--- src/rtl/ps2_kbd_rx_pkg.sv ---
// Shared constants and helpers for the PS/2 keyboard receiver.
// Prefix bytes, frame FSM state encoding and key-code field layout.
package ps2_kbd_rx_pkg;

    localparam logic [7:0] PS2_PREFIX_EXT = 8'hE0;
    localparam logic [7:0] PS2_PREFIX_BRK = 8'hF0;

    localparam int BRK_BIT = 9;
    localparam int EXT_BIT = 8;

    typedef enum logic [1:0] {
        ST_IDLE   = 2'd0,
        ST_DATA   = 2'd1,
        ST_PARITY = 2'd2,
        ST_STOP   = 2'd3
    } ps2_state_t;

    function automatic logic [9:0] make_code(input logic brk, input logic ext,
                                             input logic [7:0] scan);
        logic [9:0] c;
        c          = '0;
        c[BRK_BIT] = brk;
        c[EXT_BIT] = ext;
        c[7:0]     = scan;
        return c;
    endfunction

endpackage

--- src/rtl/ps2_frame_rx.sv ---
// PS/2 frame receiver: line synchronisers, falling-edge detect, frame FSM
// and inter-edge watchdog. Emits one received byte or one error per frame.
module ps2_frame_rx
    import ps2_kbd_rx_pkg::*;
#(
    parameter int TIMEOUT     = 100_000,
    parameter int SYNC_STAGES = 2
) (
    input  logic       clk,
    input  logic       rst,
    input  logic       ps2_clk,
    input  logic       ps2_data,
    output logic       byte_ok,
    output logic [7:0] rx_byte,
    output logic       err,
    output logic       busy
);

    localparam int WD_W = $clog2(TIMEOUT + 1);
    localparam logic [WD_W-1:0] WD_MAX = WD_W'(TIMEOUT);

    logic [SYNC_STAGES-1:0] clk_sync;
    logic [SYNC_STAGES-1:0] data_sync;
    logic                   clk_prev;
    logic                   clk_s;
    logic                   data_s;
    logic                   fe;

    ps2_state_t      state_q, state_d;
    logic [7:0]      shift_q;
    logic [2:0]      bit_cnt;
    logic            par_q;
    logic [WD_W-1:0] wd_q;
    logic            timeout;
    logic            frame_ok;

    function automatic logic [WD_W-1:0] wd_sat_inc(input logic [WD_W-1:0] v);
        return (v == WD_MAX) ? v : v + 1'b1;
    endfunction

    // Synchroniser stage: both lines idle high out of reset
    always_ff @(posedge clk) begin
        if (rst) begin
            clk_sync  <= '1;
            data_sync <= '1;
            clk_prev  <= 1'b1;
        end else begin
            clk_sync  <= {clk_sync[SYNC_STAGES-2:0], ps2_clk};
            data_sync <= {data_sync[SYNC_STAGES-2:0], ps2_data};
            clk_prev  <= clk_sync[SYNC_STAGES-1];
        end
    end

    assign clk_s    = clk_sync[SYNC_STAGES-1];
    assign data_s   = data_sync[SYNC_STAGES-1];
    assign fe       = clk_prev & ~clk_s;
    assign frame_ok = data_s & (^{shift_q, par_q});
    // A falling edge in the match cycle keeps the frame alive
    assign timeout  = (state_q != ST_IDLE) && (wd_q == WD_MAX) && !fe;

    always_comb begin
        state_d = state_q;
        byte_ok = 1'b0;
        err     = 1'b0;
        case (state_q)
            ST_IDLE:   if (fe && !data_s) state_d = ST_DATA;
            ST_DATA:   if (fe && bit_cnt == 3'd7) state_d = ST_PARITY;
            ST_PARITY: if (fe) state_d = ST_STOP;
            ST_STOP: begin
                if (fe) begin
                    state_d = ST_IDLE;
                    byte_ok = frame_ok;
                    err     = !frame_ok;
                end
            end
            default:   state_d = ST_IDLE;
        endcase
        if (timeout) begin
            state_d = ST_IDLE;
            err     = 1'b1;
        end
    end

    // Frame stage: state, shift register, bit counter, parity, watchdog
    always_ff @(posedge clk) begin
        if (rst) begin
            state_q <= ST_IDLE;
            shift_q <= '0;
            bit_cnt <= '0;
            par_q   <= 1'b0;
            wd_q    <= '0;
        end else begin
            state_q <= state_d;
            if (fe && state_q == ST_IDLE) begin
                bit_cnt <= '0;
            end else if (fe && state_q == ST_DATA) begin
                bit_cnt <= bit_cnt + 3'd1;
                shift_q <= {data_s, shift_q[7:1]};
            end
            if (fe && state_q == ST_PARITY) par_q <= data_s;
            if (fe || state_q == ST_IDLE) wd_q <= '0;
            else wd_q <= wd_sat_inc(wd_q);
        end
    end

    assign rx_byte = shift_q;
    assign busy    = (state_q != ST_IDLE);

endmodule

--- src/rtl/ps2_kbd_rx.sv ---
// PS/2 keyboard receiver top: turns E0/F0-prefixed scan-code frames into a
// held {brk, ext, scan} key code with a one-cycle valid strobe.
module ps2_kbd_rx
    import ps2_kbd_rx_pkg::*;
#(
    parameter int TIMEOUT     = 100_000,
    parameter int SYNC_STAGES = 2
) (
    input  logic       clk,
    input  logic       rst,
    input  logic       ps2_clk,
    input  logic       ps2_data,
    output logic [9:0] code,
    output logic       valid,
    output logic       err,
    output logic       busy
);

    logic       byte_ok;
    logic [7:0] rx_byte;
    logic       frame_err;
    logic       ext;
    logic       brk;

    ps2_frame_rx #(
        .TIMEOUT    (TIMEOUT),
        .SYNC_STAGES(SYNC_STAGES)
    ) u_frame (
        .clk     (clk),
        .rst     (rst),
        .ps2_clk (ps2_clk),
        .ps2_data(ps2_data),
        .byte_ok (byte_ok),
        .rx_byte (rx_byte),
        .err     (frame_err),
        .busy    (busy)
    );

    // Decode stage: prefix flags accumulate until a plain byte completes a key
    always_ff @(posedge clk) begin
        if (rst) begin
            code  <= '0;
            valid <= 1'b0;
            err   <= 1'b0;
            ext   <= 1'b0;
            brk   <= 1'b0;
        end else begin
            valid <= 1'b0;
            err   <= frame_err;
            if (frame_err) begin
                ext <= 1'b0;
                brk <= 1'b0;
            end else if (byte_ok) begin
                if (rx_byte == PS2_PREFIX_EXT) begin
                    ext <= 1'b1;
                end else if (rx_byte == PS2_PREFIX_BRK) begin
                    brk <= 1'b1;
                end else begin
                    code  <= make_code(brk, ext, rx_byte);
                    valid <= 1'b1;
                    ext   <= 1'b0;
                    brk   <= 1'b0;
                end
            end
        end
    end

endmodule
--- config.mk ---
export PLATFORM = sky130hd
export DESIGN_NAME = ps2_kbd_rx
export DESIGN_NICKNAME = d
export VERILOG_FILES = /design/src/rtl/ps2_kbd_rx_pkg.sv /design/src/rtl/ps2_frame_rx.sv /design/src/rtl/ps2_kbd_rx.sv
export SDC_FILE = /design/constraint.sdc
export NUM_CORES = 1
export LEC_CHECK = 0
export BUFFER_PORTS_ARGS = -buffer_cell sky130_fd_sc_hd__buf_2
export CAP_MARGIN = 5
export CORE_MARGIN = 3
export CORE_UTILIZATION = 35
export CTS_CLUSTER_SIZE = 24
export DETAILED_ROUTE_END_ITERATION = 8
export HOLD_SLACK_MARGIN = 0.05
export PLACE_DENSITY = 0.53
export SLEW_MARGIN = 15
export SYNTH_ARGS = -nofsm -noshare
export SYNTH_HDL_FRONTEND = slang
export SYNTH_HIERARCHICAL = 1
export SYNTH_SLANG_ARGS = --single-unit
--- constraint.sdc ---
create_clock -name clk -period 3.2 [get_ports clk]
set_input_delay 0.64 -clock clk [delete_from_list [all_inputs] [get_ports clk]]
set_output_delay 0.64 -clock clk [all_outputs]
set_load 0.01 [all_outputs]
==> metrics <==
status finished, final reports clean; largest net degree at the start of global routing 44; setup ws final 0.945 ns; Post-Place Setup Slack 0.946 ns; worst vdd ir 0.000223 V; ys flop type dfxtp_1; grt met1 use 19.0%; synthesized area 2330 µm²; Slew Viols, Final 0; row count 29; post-CTS sizing 0; fin crit share 70.5%; power per cell area 434 nW/µm²; Clock Skews 0.0106 ns; grt ovf 0; peak-usage layer in the global routing report met1; TritonCTS clock tree yes; Mapped Cells 253; average wire per standard cell 12.4 µm; number of global-route vias before repair 1578; H-tree depth 2; max_slew headroom 58.7%; GR Util met2 16.8%; TritonCTS buffer count 5; Via density 4.94; most frequent cells in the layout dfxtp_1, nand2_1, nor2_1; met3 Resource Use GR 2.82%; syn_area_per_cell 9.20 µm²; Hold Crit Class flip-flop to flip-flop; Crit Path Class flip-flop to flip-flop; EDFF count, synth 0; Die Span X 87.5 µm; clock transition at the registers of the reported paths 0.09 ns; # hold bufs at CTS 0; final layout net count 279; via count 1705; Max-cap violations 0; CTS max path bufs 2; Core ar. 6390 µm²; TritonRoute pass-1 iters 4; Iter 0 DRT Violations 82; Arrival @ worst endpoint 2.49 ns; total power 1.11 mW; type of origin of the critical path flip-flop; Yosys Warn Count 6; clk root buf clkbuf_8; #FFs+latches synth 50; WP data required 3.43 ns; die area 7660 µm²; drc violations 0; Max Clk Rate 0.444 GHz; setup_tns 0 ns; routed wire length 4290 µm; Tmin final 2.25 ns; DP Area 2470 µm²; element type at the critical path end flip-flop; Ports 17; Port Buf Inserts 16; share of layout cells above drive strength 1 13.8%; Post-DP HPWL 2990 µm; commonest non-fill, non-tap cell in the layout dfxtp_1; endpoints failing setup 0; ys async rst share 0%; initial antenna violation count 0; Post-DRT Antenna Nets 0; Pleak 0.925 nW; Area growth syn-to-layout 9.68%; Synth Net Count 265; Worst-Skew Late Latency 0.30 ns; post-CTS setup buffer count 0; die height 87.5 µm; Hold Fails Final Rpt 0; final instance area 2550 µm²; RD Place Congestion 0.726; Worst Tran Pin Value 0.620 ns; first-pass GRT wire length 7620 µm; Critical Path Fanout Max 9; Initial Util 36.4%; n_diodes 0; total track usage 12.4%; sequential cell area fraction in the yosys report 43.0%; total clock sinks 50; RSZ-0062 raised after global routing false; library cells used by synthesis 46
synth_stat cells (3+ instances only):
cell,count,area [µm²]
and3_1,3,18.8
or2_2,5,31.3
and4_1,3,26.3
nand3_1,10,50.1
dfxtp_1,50,1000
xor2_1,10,87.6
nor2b_1,3,18.8
clkbuf_1,6,22.5
ha_1,8,100
mux2i_1,8,80.1
nor3b_1,3,22.5
buf_2,3,15.0
nand2b_1,17,106
nand2_1,23,86.3
inv_1,9,33.8
nor2_1,19,71.3
nor4_1,3,18.8
nand4_1,4,25.0
a21oi_1,17,85.1
xnor2_1,5,43.8
nor4b_1,3,26.3
o21ai_0,8,40.0
o21bai_1,3,22.5
or3_1,5,31.3
through the flow:
| stage | instances | utilization, % | hold WS (ns) |
|---|---|---|---|
| floorplan | 253 | - | 0.389 |
| finish | 345 | 40.0 | 0.416 |
| global placement | 337 | 38.6 | 0.393 |
| global route | 345 | 40.0 | 0.422 |
| detailed placement | 337 | 38.6 | 0.396 |
| CTS | 345 | 40.0 | 0.418 |
where the power goes:
part	internal (mW)	total (mW)	leakage (nW)	switching (mW)
clock	0.155	0.362	0.0452	0.208
sequential	0.632	0.643	0.404	0.0113
combinational	0.0392	0.103	0.476	0.0637
routing by layer:
layer / share of wire [%] / wire length, µm
met5: 0 / 0
met4: 0.93 / 40
met3: 3.9 / 168
met2: 40 / 1730
met1: 55 / 2360
critical path, cell delays in order, from the launching register on:
cell and delay [ns]:
dfxtp_1 0.45, inv_1 0.07, ha_1 0.20, and4bb_2 0.21, nand4_1 0.21, o21ai_0 0.13
nor2b_1 0.20, nand2b_4 0.19, a21oi_4 0.30, mux2i_1 0.22
worst paths after layout:
path                            cells after the start                   end  slack (ns)            startpoint
worst max-delay path                                9               code[9]        0.95       u_frame/wd_q[0]
worst max register to register                      9               code[9]        0.95       u_frame/wd_q[0]
worst min-delay path                                1  u_frame/data_sync[1]        0.42  u_frame/data_sync[0]
worst min register to register                      1  u_frame/data_sync[1]        0.42  u_frame/data_sync[0]
cell type report:
type	count	area [µm²]
clock buffer	6	72.6
clock inverter	2	13.8
fill	661	3830
inverter	9	33.8
multi-input combinational	185	1250
sequential	50	1000
tap	77	96.3
timing repair buffer	16	80.1
flip-flops by register name, indices dropped and copies added, names as in the netlist:
| name | cells |
|---|---|
| brk | 1 |
| code | 10 |
| err | 1 |
| ext | 1 |
| u_frame/bit_cnt | 3 |
| u_frame/clk_prev | 1 |
| u_frame/clk_sync | 2 |
| u_frame/data_sync | 2 |
| u_frame/par_q | 1 |
| u_frame/rx_byte | 8 |
| u_frame/state_q | 2 |
| u_frame/wd_q | 17 |
| valid | 1 |
cell families (layout without fill, tap and decap cells):
family                     after synthesis  in the layout  share of synthesized area [%]
adders and majority gates                8              8                           4.30
AOI/OAI and AO/OA                       38             38                           9.89
muxes                                    8              8                           3.44
xor gates and xnor gates                17             17                           7.58
and+or+nand+nor                        114            114                           28.7
DFF                                     50             50                           43.0
buffers and inverters                   18             33                           3.06
Power figures use the tool's default switching activity.
